## src/rtl/axis_pattern_source_if.sv

```systemverilog
// Byte-wide valid/ready stream link between the pattern source and its sink.
interface axis_pattern_source_if;
   logic [7:0] odata;
   logic       ovalid;
   logic       oready;
   logic       olast;

   modport master (output odata, output ovalid, output olast, input oready);
   modport slave  (input odata, input ovalid, input olast, output oready);
endinterface

```

## src/rtl/axis_pattern_source.sv

```systemverilog
// Bounded-burst stream source emitting counter or Galois-LFSR beats.
// Optional inter-beat throttle gaps are enabled by AXIS_PATTERN_SOURCE_THROTTLE_EN.
//
// Handshake: a beat transfers on a rising edge where ovalid && oready. ovalid is a
// pure function of registered state (never of oready), and once raised it holds,
// together with odata and olast, until that transfer happens.
module axis_pattern_source #(
   parameter int LEN_WIDTH = 8
) (
   input  logic                 clock,
   input  logic                 resetn,
   input  logic                 start,
   input  logic                 mode,
   input  logic [7:0]           seed,
   input  logic [LEN_WIDTH-1:0] length,
`ifdef AXIS_PATTERN_SOURCE_THROTTLE_EN
   input  logic [3:0]           throttle,
`endif
   axis_pattern_source_if.master axis,
   output logic                 busy,
   output logic                 done,
   output logic [LEN_WIDTH-1:0] sent,
   output logic [1:0]           fsm_state
);

   typedef enum logic [1:0] {
      IDLE = 2'd0,
      RUN  = 2'd1,
      GAP  = 2'd2,
      FIN  = 2'd3
   } state_t;

   localparam logic [LEN_WIDTH-1:0] ONE = LEN_WIDTH'(1);

   state_t               state, state_n;
   logic [7:0]           data, data_n;
   logic [LEN_WIDTH-1:0] remaining, remaining_n;
   logic [LEN_WIDTH-1:0] count, count_n;
   logic                 pat_mode, pat_mode_n;
`ifdef AXIS_PATTERN_SOURCE_THROTTLE_EN
   logic [3:0]           gap, gap_n;
`endif

   // Galois LFSR with taps 0xB8 never maps a nonzero value to zero.
   function automatic logic [7:0] next_pattern(input logic m, input logic [7:0] v);
      if (!m)
         return v + 8'd1;
      else if (v[0])
         return (v >> 1) ^ 8'hB8;
      else
         return v >> 1;
   endfunction

   always_comb begin
      state_n     = state;
      data_n      = data;
      remaining_n = remaining;
      count_n     = count;
      pat_mode_n  = pat_mode;
`ifdef AXIS_PATTERN_SOURCE_THROTTLE_EN
      gap_n       = gap;
`endif
      case (state)
         IDLE: begin
            if (start) begin
               pat_mode_n = mode;
               count_n    = '0;
               if (length == '0) begin
                  state_n = FIN;
               end else begin
                  state_n     = RUN;
                  remaining_n = length;
                  data_n      = (mode && seed == 8'h00) ? 8'h01 : seed;
               end
            end
         end
         RUN: begin
            if (axis.oready) begin
               count_n     = count + ONE;
               remaining_n = remaining - ONE;
               data_n      = next_pattern(pat_mode, data);
               if (remaining == ONE) begin
                  state_n = FIN;
               end
`ifdef AXIS_PATTERN_SOURCE_THROTTLE_EN
               else if (throttle != 4'd0) begin
                  state_n = GAP;
                  gap_n   = throttle;
               end
`endif
            end
         end
         GAP: begin
`ifdef AXIS_PATTERN_SOURCE_THROTTLE_EN
            gap_n = gap - 4'd1;
            if (gap == 4'd1) state_n = RUN;
`else
            state_n = IDLE;
`endif
         end
         FIN:     state_n = IDLE;
         default: state_n = IDLE;
      endcase
   end

   always_ff @(posedge clock) begin
      if (!resetn) begin
         state     <= IDLE;
         data      <= 8'h00;
         remaining <= '0;
         count     <= '0;
         pat_mode  <= 1'b0;
`ifdef AXIS_PATTERN_SOURCE_THROTTLE_EN
         gap       <= 4'd0;
`endif
      end else begin
         state     <= state_n;
         data      <= data_n;
         remaining <= remaining_n;
         count     <= count_n;
         pat_mode  <= pat_mode_n;
`ifdef AXIS_PATTERN_SOURCE_THROTTLE_EN
         gap       <= gap_n;
`endif
      end
   end

   assign axis.odata  = data;
   assign axis.ovalid = (state == RUN);
   assign axis.olast  = (state == RUN) && (remaining == ONE);
   assign busy        = (state == RUN) || (state == GAP);
   assign done        = (state == FIN);
   assign sent        = count;
   assign fsm_state   = state;

   a_hold_until_transfer: assert property (@(posedge clock) disable iff (!resetn)
      (axis.ovalid && !axis.oready) |=> (axis.ovalid && $stable(axis.odata) && $stable(axis.olast)));
   a_last_needs_valid: assert property (@(posedge clock) disable iff (!resetn)
      axis.olast |-> axis.ovalid);
   a_done_without_valid: assert property (@(posedge clock) disable iff (!resetn)
      done |-> (!axis.ovalid && !busy));

endmodule

```

## src/flat_wrapper.sv

```systemverilog
// flat-port wrapper written by rule: the top's interface ports become plain ports
module axis_pattern_source_flat 
#(
   parameter int LEN_WIDTH = 8
)
  (clock, resetn, start, mode, seed, length, busy, done, sent, fsm_state, axis_odata, axis_ovalid, axis_olast, axis_oready);
  axis_pattern_source_if axis_i ();
  input  logic clock;
  input  logic resetn;
  input  logic start;
  input  logic mode;
  input  logic [7:0] seed;
  input  logic [LEN_WIDTH-1:0] length;
  output logic busy;
  output logic done;
  output logic [LEN_WIDTH-1:0] sent;
  output logic [1:0] fsm_state;
  output wire logic [$bits(axis_i.odata)-1:0] axis_odata;
  output wire logic [$bits(axis_i.ovalid)-1:0] axis_ovalid;
  output wire logic [$bits(axis_i.olast)-1:0] axis_olast;
  input wire logic [$bits(axis_i.oready)-1:0] axis_oready;
  assign axis_odata = axis_i.odata;
  assign axis_ovalid = axis_i.ovalid;
  assign axis_olast = axis_i.olast;
  assign axis_i.oready = axis_oready;
  axis_pattern_source #(.LEN_WIDTH(LEN_WIDTH)) u_core (.clock(clock), .resetn(resetn), .start(start), .mode(mode), .seed(seed), .length(length), .axis(axis_i), .busy(busy), .done(done), .sent(sent), .fsm_state(fsm_state));
endmodule
```

## config.mk

```make
export PLATFORM = sky130hd
export DESIGN_NAME = axis_pattern_source_flat
export DESIGN_NICKNAME = d
export VERILOG_FILES = /design/src/rtl/axis_pattern_source_if.sv /design/src/rtl/axis_pattern_source.sv /design/src/flat_wrapper.sv
export SDC_FILE = /design/constraint.sdc
export NUM_CORES = 1
export LEC_CHECK = 0
export CAP_MARGIN = 20
export CORE_UTILIZATION = 57
export CTS_CLUSTER_DIAMETER = 30
export DETAILED_ROUTE_END_ITERATION = 8
export DONT_BUFFER_PORTS = 1
export PLACE_DENSITY = 0.74
export SYNTH_ARGS = -nofsm -noshare
export SYNTH_HDL_FRONTEND = slang
export SYNTH_SLANG_ARGS = --single-unit
```

## constraint.sdc

```tcl
create_clock -name clock -period 2.1 [get_ports clock]
set_clock_uncertainty 0.2 [all_clocks]
set_input_delay 0.63 -clock clock [delete_from_list [all_inputs] [get_ports clock]]
set_output_delay 0.63 -clock clock [all_outputs]
set_load 0.05 [all_outputs]
```

After elaboration in Yosys (flattened, before gate mapping):

Cells that the tools add are included.

* register bits after elaboration: 27
* bits of input ports: 21
* output and inout port bits: 22
* word-level logic and storage cells: 48

* add/sub/neg operators: 3
* eq/ne operators: 8
* multiplexer cells: 19
* bitwise logic cells: 1
* reduce and logical (&&, ||, !) cells: 12

Operators with widths (number)
* $mux 8: 11
* $pmux 8 s2: 3
* $add 8x1->8 const B: 2
* $logic_not 8->1: 2
* $eq 8x1->1 const B: 1
* $mux 2: 4
* $sub 8x1->8 const B: 1
* $pmux 2 s3: 1
* $reduce_and 3->1: 2
* $eq 2x2->1 const B: 2
* $ne 2x1->1 const B: 2
* $ne 2x2->1 const B: 2
* $not 3->4: 1
* $reduce_and 4->1: 1
* $eq 2x1->1 const B: 1
* $logic_and 1x1->1: 2
* $logic_not 2->1: 1
* $reduce_and 2->1: 1
* $reduce_bool 2->1: 1
* $reduce_or 2->1: 1
* $logic_or 1x1->1: 1

Longest topological paths before layout:

Gate-level depths: netlist (run 1).

* depth after elaboration: 6
* mapped depth: 8

Least setup slack after synthesis (run 1):

No wires, ideal clock.

* path type: register to output
* from: reg u_core.state[0], in the netlist u_core.fsm_state[0]
* to: out axis_olast
* arrival: 2.482 ns
* required time: 1.270 ns
* slack: -1.212 ns
* cell stages (with the launch flop): 6
* path through: dfxtp_1 ha_1 buf_2 clkbuf_1 buf_2 and3_1

* longest elaborated chain between the ends: 2

Ends and longest elaborated chain
* from (decl): line axis_pattern_source.sv:35 `state_t state, state_n;`
* from (signal assigned): line axis_pattern_source.sv:117 `state <= state_n;`
* $eq 2x1->1
* net axis_ovalid: line flat_wrapper.sv:19 `output wire logic [$bits(axis_i.ovalid)-1:0] axis_ovalid;`
* $logic_and 1x1->1: line axis_pattern_source.sv:130 `assign axis.olast = (state == RUN) && (remaining == ONE);`
* to (decl): line flat_wrapper.sv:20 `output wire logic [$bits(axis_i.olast)-1:0] axis_olast;`

The timed path passes the listed nets, and every way through them passes these cells.

Worst setup path in the final report (run 1):

* from: reg u_core.remaining[1]
* to: out axis_olast

* longest elaborated chain between the ends: 2

Ends and longest elaborated chain
* from (decl): line axis_pattern_source.sv:37 `logic [LEN_WIDTH-1:0] remaining, remaining_n;`
* from (signal assigned): line axis_pattern_source.sv:119 `remaining <= remaining_n;`
* $eq 8x1->1: line axis_pattern_source.sv:130
* $logic_and 1x1->1: line axis_pattern_source.sv:130

Every way passes these cells.

==> results by group, run 1 <==
Outcome
  • Outcome: complete, but fails checks
  • Failing checks: negative setup slack

Clocking
  • Clock sink count: 27
  • # hold bufs at CTS: 0
  • Root Driver: sky130_fd_sc_hd__clkbuf_4
  • Clock input transition at the sequential cells of the worst setup and hold paths: 0.16 ns
  • Insertion delay to the later sink of the worst-skew pair: approximately 0.33 ns
  • Buffer depth of the longest clock path: 2
  • Level count of the clock H-tree: 1
  • TritonCTS buffer count: 3
  • CTS tree: built

Place
  • Port-buffer cells: 0
  • Half-perimeter wire length after detailed placement: between 3000 and 4000 um
  • GPL Wtd Cong: around 0.84
  • DP Worst Slack: -0.0540 ns
  • Placed instance count: about 290

Finish
  • Fin cells: between 300 and 400
  • Synth-to-layout area growth: 21.9%
  • Count of inserted antenna diode cells: 0
  • Fraction of layout cells with a size suffix above 1: roughly 25%
  • Net count, final: approximately 290
  • Most frequent cells in the layout: sky130_fd_sc_hd__buf_4 (29), sky130_fd_sc_hd__nand2_1 (23), sky130_fd_sc_hd__dfxtp_1 (23)
  • Most common cell after layout, fill and taps aside: sky130_fd_sc_hd__buf_4

Detailed routing
  • Via count of the routed design: 1,859
  • Via density per instance: between 6 and 7
  • DRT antenna net count: 0
  • Remaining DRCs: 0
  • TritonRoute pass-1 iters: 4
  • Routed Wire Length: ~5000 um
  • Mean routed wirelength per cell: about 17 um
  • DR iter-0 viols: about 210

Synthesis
  • Instance count of the mapped netlist: 235
  • YS warnings: 0
  • Proportion of synthesized chip area in sequential cells: 28.9%
  • Yosys top cell area share: about 29%
  • Cell variety after synth: 51
  • EDFF count, synth: 0
  • Post-Synthesis Net Count: around 260
  • Dominant cells by area after synthesis: sky130_fd_sc_hd__dfxtp_1 (29%), sky130_fd_sc_hd__ha_1 (5.4%), sky130_fd_sc_hd__nand2_1 (4.6%)
  • Post-synthesis register bit count: 27
  • Biggest area consumer among synthesized cells: sky130_fd_sc_hd__dfxtp_1
  • Syn_area_per_cell: roughly 8 um^2
  • Top flip-flop cell by instance count after synthesis: sky130_fd_sc_hd__dfxtp_1
  • Share of flip-flops with an asynchronous set or reset after synthesis: 0%
  • Area of the mapped netlist: between 1500 and 2000 um^2

STA
  • Actual transition at the worst max-transition pin: roughly 0.63 ns
  • Setup repair after global routing missed its margin: yes
  • Headroom to the max-slew limit: roughly 58%
  • Count of endpoints failing setup in the final report: 1
  • Max-slew violation count: 0
  • Hold_ws: between 0.2 and 0.25 ns
  • Final hold viol count: 0
  • Final worst-path setup slack: -0.172 ns
  • Final critical delay including setup and external delays: between 2 and 2.5 ns
  • Final period util: 108%
  • Setup_tns: -0.172 ns
  • Highest Clock Rate: ~440 MHz

Min path
  • Tightest Hold Check Type: input pin to flip-flop

Pwr
  • Pwr Density: around 1000 nW/um^2
  • Peak supply drop: between 0.6 and 0.7 mV
  • Leakage power figure: ~0.0008 uW
  • Power dissipated by switching net loads: slightly above 1000 uW
  • Seq pwr share: 33.1%
  • Combinational power share: between 50 and 60%
  • Fraction of power consumed by the clock network: slightly above 10%
  • Design internal power: about 1300 uW
  • Sw frac: 45.1%
  • Power after layout: 2290 uW

GRT
  • Wire length of the first global-routing pass: 7350 um
  • Global-route congestion overflow total: 0
  • Initial antenna violation count: 0
  • GRT Util Overall: about 27%
  • Pin count of the biggest net entering global routing: 30
  • Number of global-route vias before repair: roughly 1,600

Floorplanning
  • Vertical extent of the die: between 50 and 60 um
  • Standard-cell row count: 20
  • Die W: around 60 um
  • Core ar.: 3080 um^2
  • Number of I/O pins: 43
  • Initial Utilization: between 60% and 70%
  • Floorplan die area: roughly 3500 um^2

Setup path
  • Worst-path fanout max: 2
  • CP startpoint kind: flip-flop
  • CP required: roughly 1.3 ns
  • Arr. time, crit path: between 1 and 1.5 ns
  • Kind of end point of the critical path: output port
  • Critical path class: flip-flop to output port
  • Register-to-register setup slack: 0.02 ns

Run
  • # Max-Cap Violations: 0
## state kept, by name (all words and copies together), names as in the netlist
signal             count
u_core.axis.odata      8
u_core.remaining       8
u_core.sent            8
u_core.fsm_state       2
u_core.pat_mode        1
## routing by layer
layer	GRT usage (%)	share of wire, %	up-vias
li1	-	-	898
met1	35.7	44	875
met2	44.1	49	74
met3	4.37	5.3	12
met4	11.9	1.7	0
met5	0	0	-
## critical path, stage by stage (launching register included)
cell and delay [ns]:
sky130_fd_sc_hd__dfxtp_2 0.35, sky130_fd_sc_hd__inv_2 0.07, sky130_fd_sc_hd__ha_4 0.12, sky130_fd_sc_hd__nor4b_4 0.23
sky130_fd_sc_hd__and3_4 0.34
## area by class of cell
type                    count  area [um^2]
clock buffers               4         26.3
fillers                   250          801
inverters                  11         43.8
multi-input cells         180         1290
flip-flops and latches     27          553
well taps                  44         55.1
repair buffers             35          310
## logic make-up (layout without fill, tap and decap cells)
kind of cell	after synthesis	after routing	synth area share, %
simple gates	88	88	26.7
compound gates	68	69	24.3
buf+inv	29	50	7.10
flops	27	27	28.9
xor+xnor	10	10	4.69
fa+ha+maj	8	8	5.36
mux	5	5	2.95
## final timing paths
path,start,end,cells after the start
worst max-delay path,u_core.remaining[1],axis_olast,4
worst min-delay path,resetn,u_core.remaining[7],1
worst max register to register,u_core.remaining[1],u_core.remaining[6],7
worst min register to register,u_core.remaining[7],u_core.remaining[7],2
## what timing repair did
item / in CTS / in global routing
resized for setup: 11 / 11
endpoints found under the setup margin: 9 / 5
endpoints found under the hold margin: 0 / 0
buffers inserted: 5 / 3
cloned: 0 / 1
pin swaps: 2 / 5
## Yosys cell counts, types with 4 or more instances
library cell and count:
sky130_fd_sc_hd__o21ai_0 15, sky130_fd_sc_hd__o21ai_1 6, sky130_fd_sc_hd__nand2b_1 8, sky130_fd_sc_hd__nor2b_1 8, sky130_fd_sc_hd__nand3_1 12, sky130_fd_sc_hd__dfxtp_1 27, sky130_fd_sc_hd__a21oi_1 11, sky130_fd_sc_hd__xnor2_1 9
sky130_fd_sc_hd__o211ai_1 4, sky130_fd_sc_hd__nand2_1 23, sky130_fd_sc_hd__nor2_1 6, sky130_fd_sc_hd__nor4_1 4, sky130_fd_sc_hd__ha_1 8, sky130_fd_sc_hd__nor3b_1 4, sky130_fd_sc_hd__and3_1 6, sky130_fd_sc_hd__a31oi_1 6
sky130_fd_sc_hd__buf_2 4, sky130_fd_sc_hd__inv_1 11, sky130_fd_sc_hd__clkbuf_1 11
## through the flow
stage                     utilization [%]  area, um^2
after global placement               67.6        2080
after global routing                 74.0        2280
after floorplan                         -        1920
final                                74.0        2280
after CTS                            71.8        2210
after detailed placement             67.6        2080
## power by group through the flow
stage | logic [uW] | registers (uW) | clock network [uW]
3_5_place_dp | 1100 | 749 | 0
5_1_grt | 1380 | 769 | 264
2_1_floorplan | 752 | 854 | 0
6_report | 1290 | 757 | 236
4_1_cts | 1190 | 747 | 238
3_3_place_gp | 1070 | 740 | 0
Note: power is estimated with default switching activity, not from simulation.
==> run 2: changes to the inputs <==
--- a/config.mk
+++ b/config.mk
@@ -14,3 +14,4 @@
 export SYNTH_ARGS = -nofsm -noshare
 export SYNTH_HDL_FRONTEND = slang
 export SYNTH_SLANG_ARGS = --single-unit
+export TNS_END_PERCENT = 10
==> run 2 against run 1 <==
  * The flow still finishes with violations (negative setup slack)
  * Total power is 5.3% lower
  * Critical endpoint unchanged
  * Largest power group unchanged
  * Final cell count is 1.3% lower
  * Non-clock buffer count is 3 lower
  * Critical path type unchanged
  * Final area is 3.6% lower
  * Via count is 1.6% lower
  * Sequential share of layout area is 0.90 points higher
  * Highest routed layer unchanged
  * Core utilization is 2.6 points lower
  * Wire length is 8.8% lower
  * Maximum frequency is 0.14% lower
  * Die area stayed put
  * Sequential power is 0.7% lower
==> results by group, run 2 (synthesized netlist as in run 1, its figures left out) <==
Finish
  • Fraction of layout cells with a size suffix above 1: 22.1% (-2.4 points)
  • Fill count: 255 (+2.0%)
  • Synth-to-layout area growth: 17.5%
  • Most frequent cells in the layout: sky130_fd_sc_hd__buf_4 (31), sky130_fd_sc_hd__nand2_1 (23), sky130_fd_sc_hd__dfxtp_1 (23)
  • Register area: 553 um^2 (unchanged)
  • Most common cell after layout, fill and taps aside: sky130_fd_sc_hd__buf_4
  • Net count, final: 283 (-1.4%)
  • Post-Route Utilization: 71.3% (-2.6 points)
  • Area occupied by multi-input gates: 1260 um^2 (-1.8%)
  • Count of inserted antenna diode cells: 0 (unchanged)

STA
  • Setup repair after global routing missed its margin: yes
  • Max-slew violation count: 0 (unchanged)
  • Highest Clock Rate: 439 MHz (-0.14%)
  • Headroom to the max-slew limit: 48.1% (-10 points)
  • Hold_ws: 0.199 ns (-0.00673 ns)
  • Actual transition at the worst max-transition pin: 0.778 ns (+0.152 ns)
  • Final hold viol count: 0 (unchanged)
  • Count of endpoints failing setup in the final report: 5 (+4)
  • Final worst-path setup slack: -0.176 ns (-0.00315 ns)
  • Final critical delay including setup and external delays: 2.28 ns (+0.00315 ns)
  • Setup_tns: -0.253 ns (-0.0805 ns)
  • Final period util: 108% (+0.15 points)

Min path
  • Tightest Hold Check Type: input pin to flip-flop
  • Hold Startpoint: resetn
  • Worst hold endpoint: u_core.remaining[7]
  • Number of cells on the worst hold path: 1 (unchanged)

GRT
  • Wire length of the first global-routing pass: 7130 um (-2.9%)
  • GRT Util Overall: 26.4% (-0.90 points)
  • Global-route congestion overflow total: 0 (unchanged)
  • Met2 GRT Util: 42.2% (-1.9 points)
  • Routing usage on met3: 4.37% (unchanged)
  • Met1 track demand over resource in global routing: 35.2% (-0.49 points)
  • Pin count of the biggest net entering global routing: 30 (unchanged)
  • Number of global-route vias before repair: 1,610 (-2.4%)
  • Initial antenna violation count: 0 (unchanged)
  • Most Crowded Layer GR: met2

Place
  • Port-buffer cells: 0 (unchanged)
  • Half-perimeter wire length after detailed placement: 3260 um (unchanged)
  • DP Worst Slack: -0.0540 ns (unchanged)
  • GPL Wtd Cong: 0.843 (unchanged)

Setup path
  • Worst-path cell with the longest stage delay: sky130_fd_sc_hd__dfxtp_2
  • Buffers & Inverters on Critical Path: 1 (unchanged)
  • End of the worst register-to-register path: u_core.axis.odata[1]
  • Cell-by-cell trace of the critical path: inv_2, ha_4, nor4b_4, and3_4
  • Worst-path fanout max: 2 (unchanged)
  • Stage delay of the slowest cell on the critical path: 0.36 ns (about the same)
  • CP startpoint kind: flip-flop
  • Family of cells with the greatest summed delay on the critical path: simple AND/OR/NAND/NOR gates
  • Register-to-register setup slack: -0.04 ns (-0.06 ns)
  • CP required: 1.27 ns (about the same)
  • Arr. time, crit path: 1.45 ns (about the same)
  • Critical path class: flip-flop to output port
  • Depth of the worst register-to-register path: 6 (-1)
  • Reg-to-reg critical path startpoint: u_core.fsm_state[0]
  • Kind of end point of the critical path: output port

Detailed routing
  • TritonRoute pass-1 iters: 4 (unchanged)
  • Routed Wire Length: 4530 um (-8.8%)
  • DRT antenna net count: 0 (unchanged)
  • Via count of the routed design: 1,830 (-1.6%)
  • Via density per instance: 6.16 (-0.23%)
  • Mean routed wirelength per cell: 15.2 um (-7.6%)
  • DR iter-0 viols: 180 (-15%)
  • Remaining DRCs: 0 (unchanged)

Clocking
  • Level count of the clock H-tree: 1 (unchanged)
  • # hold bufs at CTS: 0 (unchanged)
  • Buffer depth of the longest clock path: 2 (unchanged)
  • TritonCTS buffer count: 3 (unchanged)
  • Insertion delay to the later sink of the worst-skew pair: 0.34 ns (about the same)
  • Clock sink count: 27 (unchanged)
  • Root Driver: sky130_fd_sc_hd__clkbuf_4
  • CTS tree: built
  • Clock input transition at the sequential cells of the worst setup and hold paths: 0.16 ns (about the same)

Pwr
  • Peak supply drop: 0.675 mV (+7.3%)
  • Leakage power figure: 0.000797 uW (-2.9%)
  • Power after layout: 2170 uW (-5.3%)
  • Pwr Density: 986 nW/um^2 (-1.8%)

Floorplanning
  • Floorplan die area: 3510 um^2 (unchanged)
  • Die W: 59.2 um (unchanged)
  • Standard-cell row count: 20 (unchanged)
  • Number of I/O pins: 43 (unchanged)
  • Core ar.: 3080 um^2 (unchanged)
  • Vertical extent of the die: 59.2 um (unchanged)
  • Initial Utilization: 60.7% (unchanged)

Run
  • # Max-Cap Violations: 0 (unchanged)

Outcome
  • Failing checks: negative setup slack
  • Outcome: complete, but fails checks
-- run 2: changes by cell type in the layout (fill, tap and decap cells not counted), moves of 2 or more --
cell / delta
sky130_fd_sc_hd__o21ai_0: -3
sky130_fd_sc_hd__o21ai_1: +3
sky130_fd_sc_hd__buf_8: -2
sky130_fd_sc_hd__buf_6: -2
sky130_fd_sc_hd__buf_4: +2
sky130_fd_sc_hd__inv_1: +2
sky130_fd_sc_hd__inv_2: -2
-- run 2: stage by stage --
stage	instance area, um^2	std cells
after floorplan	1920	235
after global placement	2080	289
after detailed placement	2080	289
after CTS	2180	296
after global routing	2200	297
final	2200	297
-- run 2: repair_timing --
| item | 4_1_cts | 5_1_grt |
|---|---|---|
| resized for setup | 11 | 3 |
| setup buffers | 3 | 1 |
| endpoints found under the hold margin | 0 | 0 |
| setup endpoints to repair | 9 | 13 |
| pin swaps | 2 | 3 |
-- run 2: worst register-to-register path, delay by kind of cell, from the launching register on --
family | cells | cell delay (ns)
compound gates | 3 | 1.05
fa+ha+maj | 1 | 0.17
buf+inv | 1 | 0.08
flops | 1 | 0.40
mux | 1 | 0.20
-- run 2: worst max-delay path by stage --
stage | from | to | slack [ns] | cells after the start
after floorplan | u_core.fsm_state[1] | axis_olast | -0.14 | 6
after global placement | u_core.remaining[1] | axis_olast | 0.03 | 4
after detailed placement | length[4] | u_core.axis.odata[1] | -0.05 | 5
after CTS | u_core.remaining[1] | axis_olast | -0.16 | 4
after global routing | u_core.remaining[1] | axis_olast | -0.23 | 4
final | u_core.remaining[1] | axis_olast | -0.18 | 4
-- run 2: layout make-up --
class | count | area share, %
Multi-Input combinational cell | 179 | 57.6
Sequential cell | 27 | 25.2
Timing Repair Buffer | 32 | 11.5
Tap cell | 44 | 2.51
Inverter | 11 | 1.99
Clock buffer | 4 | 1.20
-- run 2: layer usage --
| metal | vias to the layer above | routed length [um] |
|---|---|---|
| met4 | 0 | 76 |
| met1 | 859 | 1920 |
| li1 | 889 | - |
| met2 | 72 | 2250 |
| met5 | - | 0 |
| met3 | 10 | 277 |
-- run 2: power by group --
part | leakage (uW) | internal [uW] | switching, uW | total (uW)
logic | 0.000558 | 500 | 673 | 1170
clock network | 0.0000150 | 74.5 | 166 | 240
registers | 0.000223 | 603 | 149 | 752
total | 0.000797 | 1180 | 988 | 2170
